==> src/rtl/mux_scan_n.sv <==
// Registered N-channel multiplexer with a manual select mode and an autonomous
// round-robin scan mode that holds each channel for DWELL enabled cycles.
module mux_scan_n #(
    parameter int CHANNELS = 8,
    parameter int WIDTH    = 1,
    parameter int SEL_W    = 3,
    parameter int DWELL    = 4
) (
    input  logic                      clk,
    input  logic                      rst_n,
    input  logic [CHANNELS*WIDTH-1:0] data_in,
    input  logic [SEL_W-1:0]          sel,
    input  logic                      mode,
    input  logic                      enable,
    output logic [WIDTH-1:0]          data_out,
    output logic [SEL_W-1:0]          ch_out,
    output logic                      valid,
    output logic                      wrap
);
    localparam int CNT_W = (DWELL > 1) ? $clog2(DWELL) : 1;

    typedef enum logic {
        MANUAL,
        SCAN
    } state_t;

    state_t           state_q;
    logic [CNT_W-1:0] cnt_q, cnt_d;
    logic [SEL_W-1:0] ch_q, ch_d;
    logic [WIDTH-1:0] data_q, data_d;
    logic             valid_q, valid_d;
    logic             wrap_q, wrap_d;

    // The channel register doubles as the scan position, so leaving scan
    // naturally discards it and re-entry restarts from channel 0.
    always_comb begin
        ch_d    = ch_q;
        cnt_d   = cnt_q;
        wrap_d  = 1'b0;
        valid_d = 1'b1;
        if (!mode) begin
            ch_d    = sel;
            cnt_d   = '0;
            valid_d = (32'(sel) < CHANNELS);
        end else if (state_q == MANUAL) begin
            ch_d  = '0;
            cnt_d = '0;
        end else if (32'(cnt_q) < DWELL - 1) begin
            cnt_d = cnt_q + CNT_W'(1);
        end else begin
            cnt_d = '0;
            if (32'(ch_q) == CHANNELS - 1) begin
                ch_d   = '0;
                wrap_d = 1'b1;
            end else begin
                ch_d = ch_q + SEL_W'(1);
            end
        end
    end

    // An out-of-range index matches no channel and therefore yields zero.
    always_comb begin
        data_d = '0;
        for (int k = 0; k < CHANNELS; k++) begin
            if (ch_d == SEL_W'(k)) begin
                data_d = data_in[k*WIDTH +: WIDTH];
            end
        end
    end

    always_ff @(posedge clk or negedge rst_n) begin
        if (!rst_n) begin
            state_q <= MANUAL;
            cnt_q   <= '0;
            ch_q    <= '0;
            data_q  <= '0;
            valid_q <= 1'b0;
            wrap_q  <= 1'b0;
        end else if (enable) begin
            state_q <= mode ? SCAN : MANUAL;
            cnt_q   <= cnt_d;
            ch_q    <= ch_d;
            data_q  <= data_d;
            valid_q <= valid_d;
            wrap_q  <= wrap_d;
        end
    end

    assign data_out = data_q;
    assign ch_out   = ch_q;
    assign valid    = valid_q;
    assign wrap     = wrap_q;

endmodule

==> config.mk <==
export PLATFORM = sky130hd
export DESIGN_NAME = mux_scan_n
export DESIGN_NICKNAME = d
export VERILOG_FILES = /design/src/rtl/mux_scan_n.sv
export SDC_FILE = /design/constraint.sdc
export NUM_CORES = 1
export LEC_CHECK = 0
export CAP_MARGIN = 20
export CORE_MARGIN = 4
export CORE_UTILIZATION = 47
export DETAILED_ROUTE_END_ITERATION = 7
export GPL_TIMING_DRIVEN = 0
export PLACE_DENSITY = 0.9
export SETUP_SLACK_MARGIN = 0.3
export SLEW_MARGIN = 20
export SYNTH_ARGS = -nofsm -noshare
export SYNTH_HDL_FRONTEND = slang
export SYNTH_SLANG_ARGS = --single-unit
==> constraint.sdc <==
create_clock -name clk -period 2.8 [get_ports clk]
set_input_delay 0.56 -clock clk [delete_from_list [all_inputs] [get_ports clk]]
set_output_delay 0.56 -clock clk [all_outputs]
set_load 0.005 [all_outputs]
==> results of run 1 <==
-- cell type report --
type	instances	area, um2	share of cell area
Buffer	2	15.0	0.0173
Tap cell	14	17.5	0.0201
Sequential cell	9	225	0.259
Timing Repair Buffer	19	190	0.219
Inverter	3	11.3	0.0129
Multi-Input combinational cell	49	384	0.442
Clock buffer	4	26.3	0.0302
-- synth_stat cells, drive strengths merged (2+ instances only) --
library cell	instances
a21oi	3
a31oi	5
buf	2
dfrtp	9
ha	3
inv	3
mux2	6
mux2i	5
nand2	4
nor2	9
-- kinds of logic after synthesis --
logic type | Yosys count | share of synthesized area
compound gates | 14 | 0.195
fa+ha+maj | 3 | 0.0591
buf+inv | 5 | 0.0413
flops | 9 | 0.354
mux | 11 | 0.185
simple gates | 21 | 0.165
-- power by group --
part | internal [mW] | leakage [nW] | switching [mW]
sequential | 0.143 | 0.109 | 0.0140
combinational | 0.0691 | 0.241 | 0.0493
clock | 0.0546 | 0.0150 | 0.0402
total | 0.267 | 0.365 | 0.103
-- path summary, 6_finish.rpt --
kind	from	endpoint	depth (start not counted)
setup reg to reg	ch_out[0]	data_out	7
max in group asynchronous	rst_n	data_out	1
hold reg to reg	valid	valid	1
hold / removal	valid	valid	1
min in group asynchronous	rst_n	cnt_q[1]	1
setup / recovery	ch_out[0]	data_out	7
-- worst max-delay path, delay by kind of cell, from the launching register on --
family,cells,cell delay [ps]
AND/OR/NAND/NOR,1,90
adder cells (fa/ha/maj),2,500
multiplexers,2,490
AO/OA/AOI/OAI,2,410
flip-flops,1,420
-- stage by stage --
step                hold WS (ps)  area, um2  instances  setup WS [ps]
CTS                          478        870        100            763
floorplan                    264        636         63            934
detailed placement           460        843         96            541
finish                       476        870        100            774
global route                 508        870        100            645
global placement             451        843         96            582
-- flip-flops by register name, indices dropped and copies added, names as in the netlist --
name,count
ch_out,3
cnt_q,2
data_out,1
state_q,1
valid,1
wrap,1
-- routing by layer --
metal / vias to the layer above / routed length (um)
li1: 279 / -
met1: 256 / 641
met2: 13 / 674
met3: 2 / 70
met4: 0 / 5
met5: - / 0
==> flow_summary.json, run 1 <==
{
  "boundaryPins": 21,
  "most_common_library_cell_in_the_layout_ignoring_fill_and_taps": "sky130_fd_sc_hd__clkdlybuf4s50_1",
  "count_of_buffers_from_port_buffering": 19,
  "clock_tree.htree_level_count": 1,
  "drive_above_1_share": 0.186,
  "power.static_leakage_nw": 0.365,
  "met1_usage": 0.206,
  "final_core_util": 0.733,
  "wirelength_um": 1390,
  "postCtsResizedCells": 0,
  "avgSynthCellArea_um2": 10.1,
  "die_area_mm2": 0.00200,
  "cp_slowest_stage_delay_ps": 420,
  "setup_tns_ps": 0,
  "syn_nets": 81,
  "grt_first_pass_wirelength_um": 2320,
  "drt.antenna.violating_nets": 0,
  "worst_ir_drop_vdd_uv": 309,
  "final-max-slew-violation-count": 0,
  "drt-initial-drc-count": 13,
  "drt-wirelength-per-cell_um": 13.9,
  "gr-total-overflow": 0,
  "largest_net_degree_at_the_start_of_global_routing": 11,
  "synth_enable_flop_cells": 0,
  "clockRootBuffer": "sky130_fd_sc_hd__clkbuf_4",
  "max_freq_mhz": 494,
  "synthesis.area_um2": 636,
  "worstPathRequired_ps": 2940,
  "min_path_type": "reg -> reg",
  "timing.final.crit_period_ps": 2030,
  "status": "complete, no violations",
  "clock_tree_from_tritoncts": "done",
  "async_reset_ff_frac": 1.00,
  "insertedDiodeCount": 0,
  "clk_pin_slew_ps": 60,
  "num_vias": 550,
  "post_synth_main_area_contributors": "sky130_fd_sc_hd__dfrtp_1, sky130_fd_sc_hd__mux2_2, sky130_fd_sc_hd__mux2i_1, sky130_fd_sc_hd__ha_1, sky130_fd_sc_hd__nor2_1",
  "total_design_power_mw": 0.370,
  "track_usage": 0.156,
  "insertion_delay_ps": 250,
  "met2_track_utilization_from_global_routing": 0.264,
  "synth_seq_cells": 9,
  "crit_chain": "ha_1 -> ha_1 -> mux2i_1 -> o22ai_2 -> mux2i_1 -> nand3b_1 -> a32o_1",
  "mostFrequentLayoutCells": "sky130_fd_sc_hd__clkdlybuf4s50_1, sky130_fd_sc_hd__nor2_1, sky130_fd_sc_hd__dfrtp_1",
  "area_delta_synth_final_pct": 36.8,
  "num-nets-final": 105,
  "synth_top_flop_cell": "sky130_fd_sc_hd__dfrtp_1",
  "dp_hpwl_um": 1140,
  "report.final.setup_viol": 0,
  "crit_path_start_kind": "flop",
  "critical_path_arrival_ps": 2160,
  "timing_worst_setup_path_type": "reg -> reg",
  "post-route-period-util": 0.723,
  "post_synth_inst_count": 63,
  "die_width_um": 44.8,
  "timing_hold_violations_final": 0,
  "post-synth-top-area-cell": "sky130_fd_sc_hd__dfrtp_1",
  "place_congestion": 0.752,
  "r2r_setup_slack_ps": 770,
  "power.density_cell_area_mw_per_mm2": 426,
  "dr.pass1.iters": 4,
  "cp_max_fo": 5,
  "drc_errors": 0,
  "crit_slowest_cell": "sky130_fd_sc_hd__dfrtp_1",
  "fp-row-count": 12,
  "fin_skew_ps": 1.40,
  "grtUsageMet3": 0.0159,
  "synth_largest_type_area_fraction": 0.354,
  "holdBufCountCts": 0,
  "busiest_layer": "met2",
  "max-slew-margin-rel": 0.727,
  "drv_cap": 0,
  "tightestPinTransition_ps": 409,
  "coreArea_mm2": 0.00119,
  "worstSetupEndpointType": "flop",
  "routed_via_density": 5.50,
  "ctsLongestPathBuffers": 2,
  "floorplan.initialDensity": 0.536,
  "tritoncts.num_buffers": 3,
  "synth_cell_type_count": 27,
  "grt_antenna_before_repair": 0,
  "cts_setup_buffers": 0,
  "tritoncts_num_sinks": 9,
  "rsz0062_at_grt": "no",
  "register_area_share_after_synthesis": 0.354,
  "final.fill_count": 96,
  "die_y_extent_um": 44.8,
  "first_global_vias": 540,
  "yosys_warnings": 0
}
Note: power is estimated with default switching activity, not from simulation.
==> run 2, diff against run 1 <==
--- a/config.mk
+++ b/config.mk
@@ -7,10 +7,10 @@
 export LEC_CHECK = 0
 export CAP_MARGIN = 20
 export CORE_MARGIN = 4
-export CORE_UTILIZATION = 47
+export CORE_UTILIZATION = 44
 export DETAILED_ROUTE_END_ITERATION = 7
 export GPL_TIMING_DRIVEN = 0
-export PLACE_DENSITY = 0.9
+export PLACE_DENSITY = 0.85
 export SETUP_SLACK_MARGIN = 0.3
 export SLEW_MARGIN = 20
 export SYNTH_ARGS = -nofsm -noshare
==> constraint.sdc (replaced) <==
create_clock -name clk -period 1.9 [get_ports clk]
set_input_delay 0.38 -clock clk [delete_from_list [all_inputs] [get_ports clk]]
set_output_delay 0.38 -clock clk [all_outputs]
set_load 0.005 [all_outputs]
==> run 2 against run 1 <==
Effect of this change: count of clock-buffer cells in the layout stayed put; routed wire length is 15% higher; clock power is 61% higher; sequential power is 46% higher; final area is 9.2% higher; die area is 5.6% higher; clock skew is 3.9 ps higher; maximum frequency is 7.6% higher.
==> flow_summary.json, run 2 (synthesis results as in run 1) <==
{
  "status": "complete, no violations",
  "area_delta_synth_final_pct": 49.4,
  "max-slew-margin-rel": 0.751,
  "fp-row-count": 13,
  "timing_worst_setup_path_type": "reg -> reg",
  "setup_tns_ps": 0,
  "final.fill_count": 104,
  "largest_net_degree_at_the_start_of_global_routing": 11,
  "r2r_setup_slack_ps": 20,
  "drt.antenna.violating_nets": 0,
  "clk_pin_slew_ps": 70,
  "place_congestion": 0.779,
  "insertion_delay_ps": 260,
  "clockRootBuffer": "sky130_fd_sc_hd__clkbuf_4",
  "track_usage": 0.152,
  "p_int_mw": 0.418,
  "wirelength_um": 1600,
  "critical_path_arrival_ps": 2040,
  "die_y_extent_um": 46.0,
  "reg2reg_to": "data_out",
  "rsz0062_at_grt": "yes",
  "insertedDiodeCount": 0,
  "die_width_um": 46.0,
  "clock_tree_from_tritoncts": "done",
  "routed_via_density": 5.62,
  "worstSetupEndpointType": "flop",
  "floorplan.initialDensity": 0.477,
  "crit_path_start_kind": "flop",
  "seqPwrFrac": 0.385,
  "largest_register_ffs": 3,
  "tritoncts_num_sinks": 9,
  "dr.pass1.iters": 5,
  "num_vias": 584,
  "power_switching_mw": 0.181,
  "holdBufCountCts": 0,
  "grt_first_pass_wirelength_um": 2250,
  "worstPathRequired_ps": 2050,
  "tightestPinTransition_ps": 373,
  "timing_hold_violations_final": 0,
  "grt_antenna_before_repair": 0,
  "clock_power_share": 0.254,
  "count_of_buffers_from_port_buffering": 19,
  "die_area_mm2": 0.00212,
  "boundaryPins": 21,
  "max_freq_mhz": 531,
  "coreArea_mm2": 0.00133,
  "dp_hpwl_um": 1140,
  "clock_tree.htree_level_count": 1,
  "power.static_leakage_nw": 0.399,
  "cp_max_fo": 4,
  "drt-initial-drc-count": 4,
  "drt-wirelength-per-cell_um": 15.4,
  "gr-total-overflow": 0,
  "mostFrequentLayoutCells": "sky130_fd_sc_hd__clkdlybuf4s50_1, sky130_fd_sc_hd__nor2_1, sky130_fd_sc_hd__dfrtp_1",
  "ctsLongestPathBuffers": 2,
  "final-max-slew-violation-count": 0,
  "drv_cap": 0,
  "combPwrFrac": 0.362,
  "min_path_type": "in -> async",
  "most_common_library_cell_in_the_layout_ignoring_fill_and_taps": "sky130_fd_sc_hd__clkdlybuf4s50_1",
  "num-nets-final": 108,
  "drive_above_1_share": 0.270,
  "tritoncts.num_buffers": 3,
  "ff2ff_path_depth": 7,
  "worst_ir_drop_vdd_uv": 394,
  "timing.final.crit_period_ps": 1880,
  "post-route-period-util": 0.991,
  "fin_skew_ps": 5.30,
  "power.density_cell_area_mw_per_mm2": 630,
  "total_design_power_mw": 0.599,
  "worst_r2r_startpoint": "ch_out[1]",
  "power.share.switching": 0.302,
  "report.final.setup_viol": 0,
  "first_global_vias": 553,
  "drc_errors": 0
}
run 2: cell count changes in the layout (fill, tap and decap cells not counted), sizes merged:
cell / before / now
buf: 2 / 5
clkdlybuf4s50: 19 / 17
dlymetal6s2s: 0 / 2
run 2: worst max-delay path, stage by stage (launching register included):
cell                        delay (ps)
sky130_fd_sc_hd__dfrtp_1           390
sky130_fd_sc_hd__ha_2              200
sky130_fd_sc_hd__ha_4              150
sky130_fd_sc_hd__or3b_4            380
sky130_fd_sc_hd__a31oi_4           210
sky130_fd_sc_hd__nand2_1            80
sky130_fd_sc_hd__a2bb2oi_1         130
sky130_fd_sc_hd__a32o_1            220
run 2: metal layers:
metal / wire length [um] / up-vias / track usage
met5: 0 / - / 0
met4: 23 / 0 / 0.0852
met3: 106 / 2 / 0.0435
met2: 834 / 27 / 0.264
met1: 634 / 272 / 0.161
li1: - / 283 / -
run 2: stage by stage:
stage               instances  worst slack, ps  cell area, um2  hold slack, ps  utilization
floorplan                  63             45.3             641            84.4            -
global placement           97             -155             850             447        0.637
detailed placement         97             -151             850             450        0.637
CTS                       103             24.3             915             382        0.686
global route              104            -43.5             950             403        0.712
finish                    104             17.5             950             393        0.712
run 2: worst max path at each step:
stage | startpoint | end
CTS | ch_out[1] | data_out
detailed placement | mode | data_out
global route | ch_out[1] | data_out
floorplan | ch_out[1] | data_out
finish | ch_out[1] | data_out
global placement | mode | data_out
run 2: what timing repair did:
| item | in CTS | in global routing |
|---|---|---|
| buffers inserted | 2 | 1 |
| setup endpoints to repair | 3 | 5 |
| gates resized for setup | 4 | 6 |
| pin swaps | 2 | 0 |
run 2: cell type report:
class,count,area (um2),area share
multi-input cells,49,434,0.457
inverters,3,11.3,0.0119
flip-flops and latches,9,226,0.238
plain buffers,2,15.0,0.0158
well taps,15,18.8,0.0198
repair buffers,22,218,0.229
clock buffers,4,26.3,0.0277
run 2: power by group through the flow:
stage          clock [mW]  combinational, mW  sequential, mW
3_3_place_gp            0              0.171           0.231
6_report            0.152              0.216           0.230
5_1_grt             0.163              0.233           0.233
3_5_place_dp            0              0.177           0.233
2_1_floorplan           0             0.0983           0.231
4_1_cts             0.150              0.201           0.228
